===== src/rtl/countdown_timer.sv =====
// MM:SS countdown engine driven by a one-cycle seconds strobe, with binary and BCD outputs.
// Optional expiry alarm is built only when COUNTDOWN_ALARM_EN is defined.
module countdown_timer #(
   parameter int MAX_MIN    = 59,
   parameter int ALARM_SECS = 5
) (
   input  logic       clock_in,
   input  logic       reset_n,
   input  logic       sec_tick,
   input  logic       load,
   input  logic [5:0] min_in,
   input  logic [5:0] sec_in,
   input  logic       start,
   input  logic       pause,
   output logic [5:0] min_out,
   output logic [5:0] sec_out,
   output logic [3:0] min_tens,
   output logic [3:0] min_ones,
   output logic [3:0] sec_tens,
   output logic [3:0] sec_ones,
   output logic       running,
   output logic       done,
   output logic       expired,
   output logic       alarm
);

   typedef enum logic [1:0] {
      ST_IDLE,
      ST_RUN,
      ST_PAUSE,
      ST_DONE
   } state_t;

   localparam logic [5:0] MAX_MIN_V = 6'(MAX_MIN);

   state_t     r_state;
   state_t     w_next_state;
   logic [5:0] r_min;
   logic [5:0] r_sec;
   logic       r_expired;

   logic [5:0] w_min_clamp;
   logic [5:0] w_sec_clamp;
   logic [5:0] w_dec_min;
   logic [5:0] w_dec_sec;
   logic       w_zero;
   logic       w_dec_zero;
   logic       w_tick_run;
   logic       w_load_ok;
   logic       w_enter_done;

   assign w_min_clamp  = (min_in > MAX_MIN_V) ? MAX_MIN_V : min_in;
   assign w_sec_clamp  = (sec_in > 6'd59) ? 6'd59 : sec_in;
   assign w_zero       = (r_min == 6'd0) && (r_sec == 6'd0);
   assign w_dec_sec    = (r_sec != 6'd0) ? r_sec - 6'd1 : 6'd59;
   assign w_dec_min    = (r_sec != 6'd0) ? r_min : r_min - 6'd1;
   assign w_dec_zero   = (w_dec_min == 6'd0) && (w_dec_sec == 6'd0);
   // The !w_zero guard keeps the count from ever wrapping below 00:00.
   assign w_tick_run   = (r_state == ST_RUN) && sec_tick && !w_zero;
   assign w_load_ok    = load && (r_state != ST_RUN);
   assign w_enter_done = (w_next_state == ST_DONE) && (r_state != ST_DONE);

   always_ff @(posedge clock_in or negedge reset_n) begin
      // NOTE: sequential state uses non-blocking assignments so every register samples pre-edge values.
      if (!reset_n) r_state <= ST_IDLE;
      else          r_state <= w_next_state;
   end

   always_comb begin
      // NOTE: default assignment first so no path through the case leaves a latch behind.
      w_next_state = r_state;
      case (r_state)
         ST_IDLE: begin
            if (!load && !pause && start && !w_zero) w_next_state = ST_RUN;
         end
         ST_RUN: begin
            if (w_tick_run && w_dec_zero) w_next_state = ST_DONE;
            else if (pause)               w_next_state = ST_PAUSE;
         end
         ST_PAUSE: begin
            if (load)                w_next_state = ST_IDLE;
            else if (!pause && start) w_next_state = ST_RUN;
         end
         ST_DONE: begin
            if (load) w_next_state = ST_IDLE;
         end
         default: w_next_state = ST_IDLE;
      endcase
   end

   always_ff @(posedge clock_in or negedge reset_n) begin
      if (!reset_n) begin
         r_min     <= 6'd0;
         r_sec     <= 6'd0;
         r_expired <= 1'b0;
      end else begin
         if (w_load_ok) begin
            r_min <= w_min_clamp;
            r_sec <= w_sec_clamp;
         end else if (w_tick_run) begin
            r_min <= w_dec_min;
            r_sec <= w_dec_sec;
         end
         r_expired <= w_enter_done;
      end
   end

`ifdef COUNTDOWN_ALARM_EN
   localparam int ACW = (ALARM_SECS > 1) ? $clog2(ALARM_SECS) : 1;

   logic           r_alarm;
   logic [ACW-1:0] r_alarm_cnt;

   // Counts DONE-state strobes; the strobe that caused expiry happened in RUN and is not counted.
   always_ff @(posedge clock_in or negedge reset_n) begin
      if (!reset_n) begin
         r_alarm     <= 1'b0;
         r_alarm_cnt <= '0;
      end else if (w_load_ok) begin
         r_alarm     <= 1'b0;
         r_alarm_cnt <= '0;
      end else if (w_enter_done) begin
         r_alarm     <= (ALARM_SECS > 0);
         r_alarm_cnt <= '0;
      end else if ((r_state == ST_DONE) && r_alarm && sec_tick) begin
         if (r_alarm_cnt == ACW'(ALARM_SECS - 1)) r_alarm <= 1'b0;
         else                                     r_alarm_cnt <= r_alarm_cnt + 1'b1;
      end
   end
`else
   logic r_alarm;
   assign r_alarm = 1'b0;
`endif

   always_comb begin
      min_out  = r_min;
      sec_out  = r_sec;
      min_tens = 4'(r_min / 6'd10);
      min_ones = 4'(r_min % 6'd10);
      sec_tens = 4'(r_sec / 6'd10);
      sec_ones = 4'(r_sec % 6'd10);
      running  = (r_state == ST_RUN);
      done     = (r_state == ST_DONE);
      expired  = r_expired;
      alarm    = r_alarm;
   end

endmodule


===== config.mk =====
export PLATFORM = sky130hd
export DESIGN_NAME = countdown_timer
export DESIGN_NICKNAME = d
export VERILOG_FILES = /design/src/rtl/countdown_timer.sv
export SDC_FILE = /design/constraint.sdc
export NUM_CORES = 1
export LEC_CHECK = 0
export ABC_AREA = 1
export BUFFER_PORTS_ARGS = -buffer_cell sky130_fd_sc_hd__buf_2
export CAP_MARGIN = 25
export CORE_MARGIN = 4
export CORE_UTILIZATION = 52
export CTS_CLUSTER_DIAMETER = 60
export DETAILED_ROUTE_END_ITERATION = 8
export HOLD_SLACK_MARGIN = 0.12
export PLACE_DENSITY = 0.81
export SYNTH_ARGS = -nofsm -noshare
export SYNTH_HDL_FRONTEND = slang
export SYNTH_SLANG_ARGS = --single-unit

===== constraint.sdc =====
create_clock -name clock_in -period 3.4 [get_ports clock_in]
set_input_delay 0.17 -clock clock_in [delete_from_list [all_inputs] [get_ports clock_in]]
set_output_delay 0.17 -clock clock_in [all_outputs]
set_load 0.1 [all_outputs]

Word-level counts from Yosys, hierarchy flattened
Cells that the tools add are included.

storage, ports and cells
  register bits after elaboration = 15
  bits in latches = 0
  memory bits (writable) = 0
  bits of input ports = 18
  memory bits (read-only) = 0
  output and inout bits = 32
  logic and storage cells = 54
  memories kept = 0

cells by class
  add/subtract/negate cells = 2
  $lt $le $gt $ge = 2
  multiply operators = 0
  bitwise operators = 0
  equality and inequality tests = 6
  div/mod/pow operators = 4
  reductions and logical operators = 21
  shifts and indexed selects = 0
  multiplexer cells = 15

operator list
  operator                                               count
  two-way mux 6 bit                                      8
  logical NOT 6 bit                                      4
  divider 6 x 4 -> 6 bit (second input constant)         2
  greater-than comparator 6 bit (second input constant)  2
  modulo 6 x 4 -> 6 bit (second input constant)          2
  two-way mux 2 bit                                      6
  subtractor 6 x 1 -> 6 bit (second input constant)      2
  logical AND 1 bit                                      11
  one-hot mux 2 bit (4 select lines)                     1
  equality test 2 bit (second input constant)            3
  nonzero test 6 bit                                     1
  logical NOT 1 bit                                      3
  equality test 2 x 1 -> 1 bit (second input constant)   1
  logical NOT 2 bit                                      1
  != test 2 x 1 -> 1 bit (second input constant)         1
  != test 2 bit (second input constant)                  1
  nonzero test 2 bit                                     1

Depth between registers and ports, before layout
Gate-level depths: netlist of the first run.

  depth after elaboration = 9
  mapped depth = 12
  gate-level depth less buffers = 12

Worst setup path before layout of the first run
OpenSTA, ideal clock, no wires.

  path type = reg-to-output
  start = register r_min[3], in the netlist min_out[3]
  end = output port min_ones[3]
  cell stages (with the launch flop) = 12
  data required time = 3.230 ns
  buffers on the path = 1
  setup slack = -1.916 ns
  data arrival time = 5.146 ns
  path through = dfrtp_1 > buf_6 > nor2_4 > nor2_1 > o211ai_1 > nand2_2 > inv_2 > nand2_1 > nand2_1 > nand2_2 > nand2_1 > xnor2_1

between the ends
  cells in the longest elaborated chain, start to end = 1

RTL lines
  item                    line  text
  start, declared         38    logic [5:0] r_min;
  start signal, assigned  98    r_min <= w_min_clamp;
  start signal, assigned  101   r_min <= w_dec_min;
  modulo 6 x 4 -> 6 bit   139   min_ones = 4'(r_min % 6'd10);
  end, declared           18    output logic [3:0] min_ones,

Every way passes these cells.

Worst setup path after layout of the first run
Same ends and word-level chain as after synthesis.

==> out/metrics.yaml, run 1 <==
status: "completed"
period_minus_slack_ns: 2.72
nets: 306
netlist_area_um2: 1610
cts_resized: 0
yosys-top-cells-count: "nand2_1, inv_1, nor2_1, dfrtp_1, nand3_1"
arrival_ns: 2.55
crit_required_ns: 3.23
clock.fmax_mhz: 367
synth.distinct_cells: 36
cts-root-buf: "clkbuf_4"
fin_crit_sh_pct: 80.1
grt.total_usage_pct: 20.5
worstRegToRegCells: 11
viasPerCell: 5.50
post_cts_buffers: 0
diodes: 0
cts_sinks: 15
synthDominantCellAreaShare_pct: 23.3
slew_viol_final: 0
syn2layout_area_growth_pct: 21.6
io_pins: 50
antenna_found_initial: 0
dpl_worst_slack_ns: 0.997
path_depth: 8
drv_cap: 0
path_clk_slew_ns: 0.10
rsz0062_at_grt: "no"
rows: 19
dp_hpwl_mm: 3.08
crit_path_end_kind: "output port"
clock_path_buffers: 2
synth_top_cell_by_area: "dfrtp_1"
hold_ws_ns: 0.167
worst_path_most_repeated_cell: "nand2_1"
final_util_pct: 68.6
hold_violations: 0
synth_edf_count: 0
syn_inst: 234
cpMaxStageDelayCell: "dfrtp_2"
worstHoldPathType: "in2reg"
place_congestion: 0.928
portBuffers: 46
critPathLaunchType: "register"
postSynthAreaPerCell_um2: 6.88
cts_tree: "yes"
cts_max_level: 1
final-instance-count-excl-fill: 309
crit_fanout: 9
synth-seq-area-share_pct: 23.3
dp.cells: 304
holdPathStages: 3
cp_top_family: "simple AND/OR/NAND/NOR gates"
ys_seq_elements: 15
skew_ns: 0.00952
drtAntennaViolNets: 0
firstDrtPassIters: 5
worst-path-buf-inv: 1
vias: 1700
fin_ws_ns: 0.677
die_h_um: 63.7
yosysMostFrequentCell: "nand2_1"
dieArea_um2: 4050
grt_start_max_net_pins: 17
grt_pass1_wl_mm: 6.80
cp_cell_sequence: "nor2_4 -> nand2_1 -> o21ai_1 -> nand2_1 -> nand2_2 -> nand2_1 -> xnor2_4 -> buf_2"
fp.dieW_um: 63.7
drtIter0Drc: 124
cts_inserted_buffers: 3
drive_above_1_share_pct: 32.7
yosysWarnings: 0
grt_pass1_vias: 1500
synth.area.top_cells: "dfrtp_1, nand2_1, ha_1, inv_1, nand3_1"
wl_per_cell_um: 12.4
overflow: 0
critPathMaxStageDelay_ns: 0.49
drc: 0
finalWirelength_mm: 3.84
start_util_pct: 56.4
async_reset_ff_share_pct: 100
path_class: "reg2out"
finalSetupViolations: 0
clk_latency_ns: 0.29
core_um2: 2850
ys.flop_type: "dfrtp_1"
-- final timing paths --
path,from,to,slack (ns)
hold reg to reg,r_state[1],r_state[1],0.64
min in group asynchronous,reset_n,min_out[1],0.31
setup reg to reg,sec_out[1],r_state[1],1.35
max in group asynchronous,reset_n,min_out[5],2.79
hold / removal,sec_in[1],sec_out[1],0.17
setup / recovery,min_out[3],min_ones[3],0.68
-- metal layers --
metal	share of wire [%]	GRT usage, %	vias to the layer above
met5	0	0	-
li1	-	-	864
met1	46	29.7	757
met2	43	31.9	77
met3	10	4.26	2
met4	0.26	2.43	0
-- timing repair --
action / in CTS / in global routing
hold endpoints to repair: 15 / 0
hold buffers: 1 / 0
setup endpoints to repair: 0 / 0
-- worst reg2reg max path, delay by kind of cell, from the launching register on --
family                   cells  cell delay [ns]
AO/OA/AOI/OAI                1             0.23
adder cells (fa/ha/maj)      1             0.26
buffers and inverters        2             0.25
flip-flops                   1             0.54
AND/OR/NAND/NOR              7             0.72
-- flip-flops by register name, indices dropped and copies added, names as in the netlist --
signal   count
expired      1
r_state      2
min_out      6
sec_out      6
-- logic make-up after synthesis --
| kind of cell | count (synthesis) | synth area share (%) |
|---|---|---|
| AOI/OAI and AO/OA | 43 | 17.2 |
| xor gates and xnor gates | 6 | 3.26 |
| adders and majority gates | 9 | 6.99 |
| other | 1 | 0.233 |
| DFF | 15 | 23.3 |
| and+or+nand+nor | 117 | 36.1 |
| buffers and inverters | 43 | 12.8 |
-- final cells by class --
type,instances,area (um^2)
Tap cell,31,38.8
Sequential cell,15,390
Inverter,34,130
Fill cell,254,895
Clock buffer,3,22.5
Clock inverter,1,5.00
Multi-Input combinational cell,178,1130
Timing Repair Buffer,47,240
-- layout by cell type, fill, tap and decap left out, types with 3 or more instances in the layout --
cell,instances
conb_1,3
a31oi_1,4
ha_1,9
nor2_2,4
dfrtp_1,9
inv_2,5
nand2_4,3
o21ai_1,8
nand2_1,56
o221ai_1,5
nand2_2,5
dfrtp_2,3
nor2_4,4
inv_1,28
o21ai_0,8
a21oi_1,4
buf_2,46
dfrtp_4,3
nand4_1,8
nand3_1,15
nor2_1,16
o21ai_2,3
nor3_1,3
clkbuf_4,3
-- per-stage QoR --
step	setup TNS [ns]	cell area, um^2
floorplan	-0.00405	1730
global placement	0	1920
detailed placement	0	1920
CTS	0	1960
global route	0	1960
finish	0	1960
Power of run 1 is not shown: default switching activity piles up to over one toggle a cycle in this logic, so the estimate is an artifact.
==> inputs of run 2 (changes only) <==
Settings changed: CORE_UTILIZATION 52 to 47, PLACE_DENSITY 0.81 to 0.77.
Clock period 3.4 ns to 2.5 ns, I/O delays scaled along.
==> run 2 against run 1 <==
Against the previous run: critical path depth rose by 4; sequential share of layout area shrank 1.6 points; setup slack worse by 0.54 ns; wire length increased by 5.4%; register-to-register slack got worse by 0.97 ns; first-iteration DRC count down 7.3%; non-clock buffer count is 4 higher; final area is 10% higher; flip-flop and latch count unchanged; largest cell class unchanged.
==> out/metrics.yaml, run 2 (synthesized netlist as in run 1, its figures left out) <==
cts_inserted_buffers: 3
clk_latency_ns: 0.28
antenna_found_initial: 0
cts_sinks: 15
critPathLaunchType: "register"
nets: 310
fill_cells: 282
viasPerCell: 5.21
rsz0062_at_grt: "no"
hold_violations: 0
start_util_pct: 51.1
grt_start_max_net_pins: 17
finalWirelength_mm: 4.05
dp_hpwl_mm: 3.24
dieArea_um2: 4430
cts-root-buf: "clkbuf_4"
slew_viol_final: 0
cts_max_level: 1
rows: 20
setup_tns_ns: 0
arrival_ns: 2.24
syn2layout_area_growth_pct: 33.9
drtAntennaViolNets: 0
drtIter0Drc: 115
die_h_um: 66.5
drc: 0
core_um2: 3150
crit_path_end_kind: "output port"
portBuffers: 46
vias: 1698
reg2reg_slack_ns: 0.38
path_clk_slew_ns: 0.09
wl_per_cell_um: 12.4
skew_ns: 0.00283
status: "completed"
clock.fmax_mhz: 424
mostFrequentLayoutCell: "nand2_1"
drive_above_1_share_pct: 35.5
grt_pass1_vias: 1487
fp.dieW_um: 66.5
finalSetupViolations: 0
grt_pass1_wl_mm: 6.72
drv_cap: 0
worstHoldPathType: "in2reg"
firstDrtPassIters: 4
final_cell_mix: "nand2_1, buf_2, inv_1"
cts_tree: "yes"
crit_required_ns: 2.38
path_class: "reg2out"
fin_crit_sh_pct: 94.4
overflow: 0
grt.total_usage_pct: 19.3
diodes: 0
place_congestion: 0.831
crit_fanout: 9
dpl_worst_slack_ns: 0.276
period_minus_slack_ns: 2.36
fin_ws_ns: 0.139
io_pins: 50
clock_path_buffers: 2
-- run 2: path summary, 6_finish.rpt --
kind	start	endpoint	depth (start not counted)
hold reg to reg	r_state[1]	r_state[1]	3
max in group asynchronous	reset_n	sec_out[3]	2
setup / recovery	min_out[3]	min_ones[3]	12
hold / removal	sec_in[0]	sec_out[0]	3
min in group asynchronous	reset_n	r_state[0]	2
setup reg to reg	sec_out[1]	r_state[1]	11
-- run 2: layer usage --
| layer | GRT usage (%) | up-vias | share of wire, % |
|---|---|---|---|
| met5 | 0 | - | 0 |
| met4 | 3.55 | 0 | 0.57 |
| met3 | 4.05 | 4 | 5.8 |
| met2 | 29.7 | 52 | 45 |
| met1 | 27.9 | 775 | 49 |
| li1 | - | 867 | - |
-- run 2: final cells by class --
class                      count  area [um^2]  area share [%]
clock buffer                   4         26.3            1.22
tap                           44         55.1            2.55
timing repair buffer          51          370            17.2
sequential                    15          395            18.3
multi-input combinational    178         1180            54.6
inverter                      34          133            6.15
-- run 2: metrics by stage --
stage	hold WS, ns	utilization (%)	cell area [um^2]	instances
floorplan	-0.171	-	1770	236
global placement	0.0480	65.5	2060	317
detailed placement	0.0540	65.5	2060	317
CTS	0.133	67.7	2130	325
global route	0.153	68.4	2160	326
finish	0.147	68.4	2160	326
-- run 2: critical path, cell delays in order, from the launching register on --
cell     delay, ns
dfrtp_4       0.54
nor2_4        0.18
nand2_2       0.12
a21oi_2       0.15
inv_2         0.06
nand2_2       0.10
inv_2         0.04
nand2_1       0.07
nand2_2       0.09
nand2_8       0.12
nand2_2       0.09
xnor2_4       0.19
buf_12        0.19
-- run 2: what timing repair did --
action,4_1_cts,5_1_grt
hold endpoints to repair,18,0
pin swaps,0,1
buffers inserted,0,1
setup endpoints to repair,1,3
hold buffers,4,0
resized for setup,1,4
Power of run 2 is left out for the same reason.
==> inputs of run 3 (changes only) <==
Settings changed: CORE_UTILIZATION 47 to 52, PLACE_DENSITY 0.77 to 0.81.
Clock period 2.5 ns to 2.7 ns, I/O delays scaled along.
==> run 3 against run 2 <==
Against the previous run: setup slack better by 0.012 ns; clock skew down 0.0012 ns; largest cell class unchanged; register-to-register slack better by 0.30 ns; final area down 5.2%; critical path type unchanged; non-clock buffer count down 1; final cell count down 4.3%; global-route usage up 1.6 points; highest routed layer unchanged; sequential share of layout area up 1.0 points; wire length down 0.22%; critical path depth down 3; die area down 8.5%; clock-buffer cell count unchanged.
==> out/metrics.yaml, run 3 (synthesized netlist as in run 1, its figures left out) <==
status: "completed"
crit_fanout: 8
fin_area_um2: 2040
path_clk_slew_ns: 0.09
portBuffers: 46
dieArea_um2: 4050
setup_tns_ns: 0
start_util_pct: 56.4
firstDrtPassIters: 4
mostFrequentLayoutCell: "nand2_1"
core_um2: 2850
rsz0062_at_grt: "no"
multi_input_area_um2: 1160
reg2reg_slack_ns: 0.68
post_dp_cell_area_um2: 1970
ff_latch_area_um2: 395
place_congestion: 0.902
finalSetupViolations: 0
grt_pass1_vias: 1512
cpMaxStageDelayCell: "dfrtp_4"
overflow: 0
cp_cell_sequence: "nor2_4 -> nand2_2 -> a21o_1 -> o21ai_2 -> nor3_2 -> o21ai_4 -> nor2_2 -> a21oi_4 -> buf_2"
drtIter0Drc: 66
crit_required_ns: 2.57
cts_sinks: 15
worstRegToRegCells: 11
arrival_ns: 2.41
cts_max_level: 1
period_minus_slack_ns: 2.55
critPathLaunch: "sec_out[4]"
fp.dieW_um: 63.7
timing.rr.end: "r_state[0]"
die_h_um: 63.7
antenna_found_initial: 0
cts_tree: "yes"
rr_startpoint: "sec_out[1]"
crit_path_end_kind: "output port"
critPathLaunchType: "register"
drc: 0
rows: 19
cts-root-buf: "clkbuf_4"
skew_ns: 0.00165
crit_path_end: "sec_ones[2]"
io_pins: 50
slew_viol_final: 0
drtAntennaViolNets: 0
critPathMaxStageDelay_ns: 0.53
cts_inserted_buffers: 3
fill_cells: 239
hold_violations: 0
dp_hpwl_mm: 3.25
finalWirelength_mm: 4.04
viasPerCell: 5.39
syn2layout_area_growth_pct: 27.0
nets: 309
wl_per_cell_um: 12.9
fin_crit_sh_pct: 94.4
grt_start_max_net_pins: 17
clock_path_buffers: 2
diodes: 0
grt.total_usage_pct: 21.0
vias: 1682
clock.fmax_mhz: 392
clk_latency_ns: 0.29
path_class: "reg2out"
grt_pass1_wl_mm: 6.85
worstHoldPathType: "in2reg"
final_cell_mix: "nand2_1, buf_2, inv_1"
drv_cap: 0
drive_above_1_share_pct: 33.8
final_util_pct: 71.7
run 3: area by class of cell:
| cell class | instances | share of cell area [%] |
|---|---|---|
| Sequential cell | 15 | 19.3 |
| Clock buffer | 4 | 1.29 |
| Multi-Input combinational cell | 178 | 56.8 |
| Inverter | 34 | 6.49 |
| Tap cell | 31 | 1.90 |
| Timing Repair Buffer | 50 | 14.2 |
run 3: how the worst min path moves through the flow:
stage,startpoint,to,depth (start not counted)
floorplan,reset_n,expired,0
global placement,reset_n,sec_out[4],1
detailed placement,reset_n,sec_out[1],1
CTS,sec_in[0],sec_out[0],3
global route,sec_in[0],sec_out[0],3
finish,sec_in[0],sec_out[0],3
run 3: timing repair:
action | CTS | global route
hold buffers | 4 | 0
setup endpoints to repair | 0 | 2
endpoints found under the hold margin | 18 | 0
resized for setup | 0 | 2
setup buffers | 0 | 0
run 3: metal layers:
layer | wire (um) | up-vias | track usage, %
met4 | 68 | 0 | 5.93
met1 | 1790 | 740 | 27.9
met3 | 275 | 9 | 4.62
met2 | 1900 | 71 | 33.9
li1 | - | 862 | -
met5 | 0 | - | 0
run 3: stage by stage:
stage	instances	worst slack (ns)	hold slack (ns)
after floorplan	236	-0.475	-0.161
after global placement	304	0.475	0.0672
after detailed placement	304	0.424	0.0624
after CTS	312	0.0984	0.134
after global routing	312	0.0165	0.134
final	312	0.151	0.132
run 3: critical path: cells and delay by family (launching register included):
| family | cells | cell delay (ns) |
|---|---|---|
| flip-flops | 1 | 0.53 |
| AO/OA/AOI/OAI | 4 | 0.72 |
| AND/OR/NAND/NOR | 4 | 0.44 |
| buffers and inverters | 1 | 0.43 |
Power of run 3 is left out for the same reason.
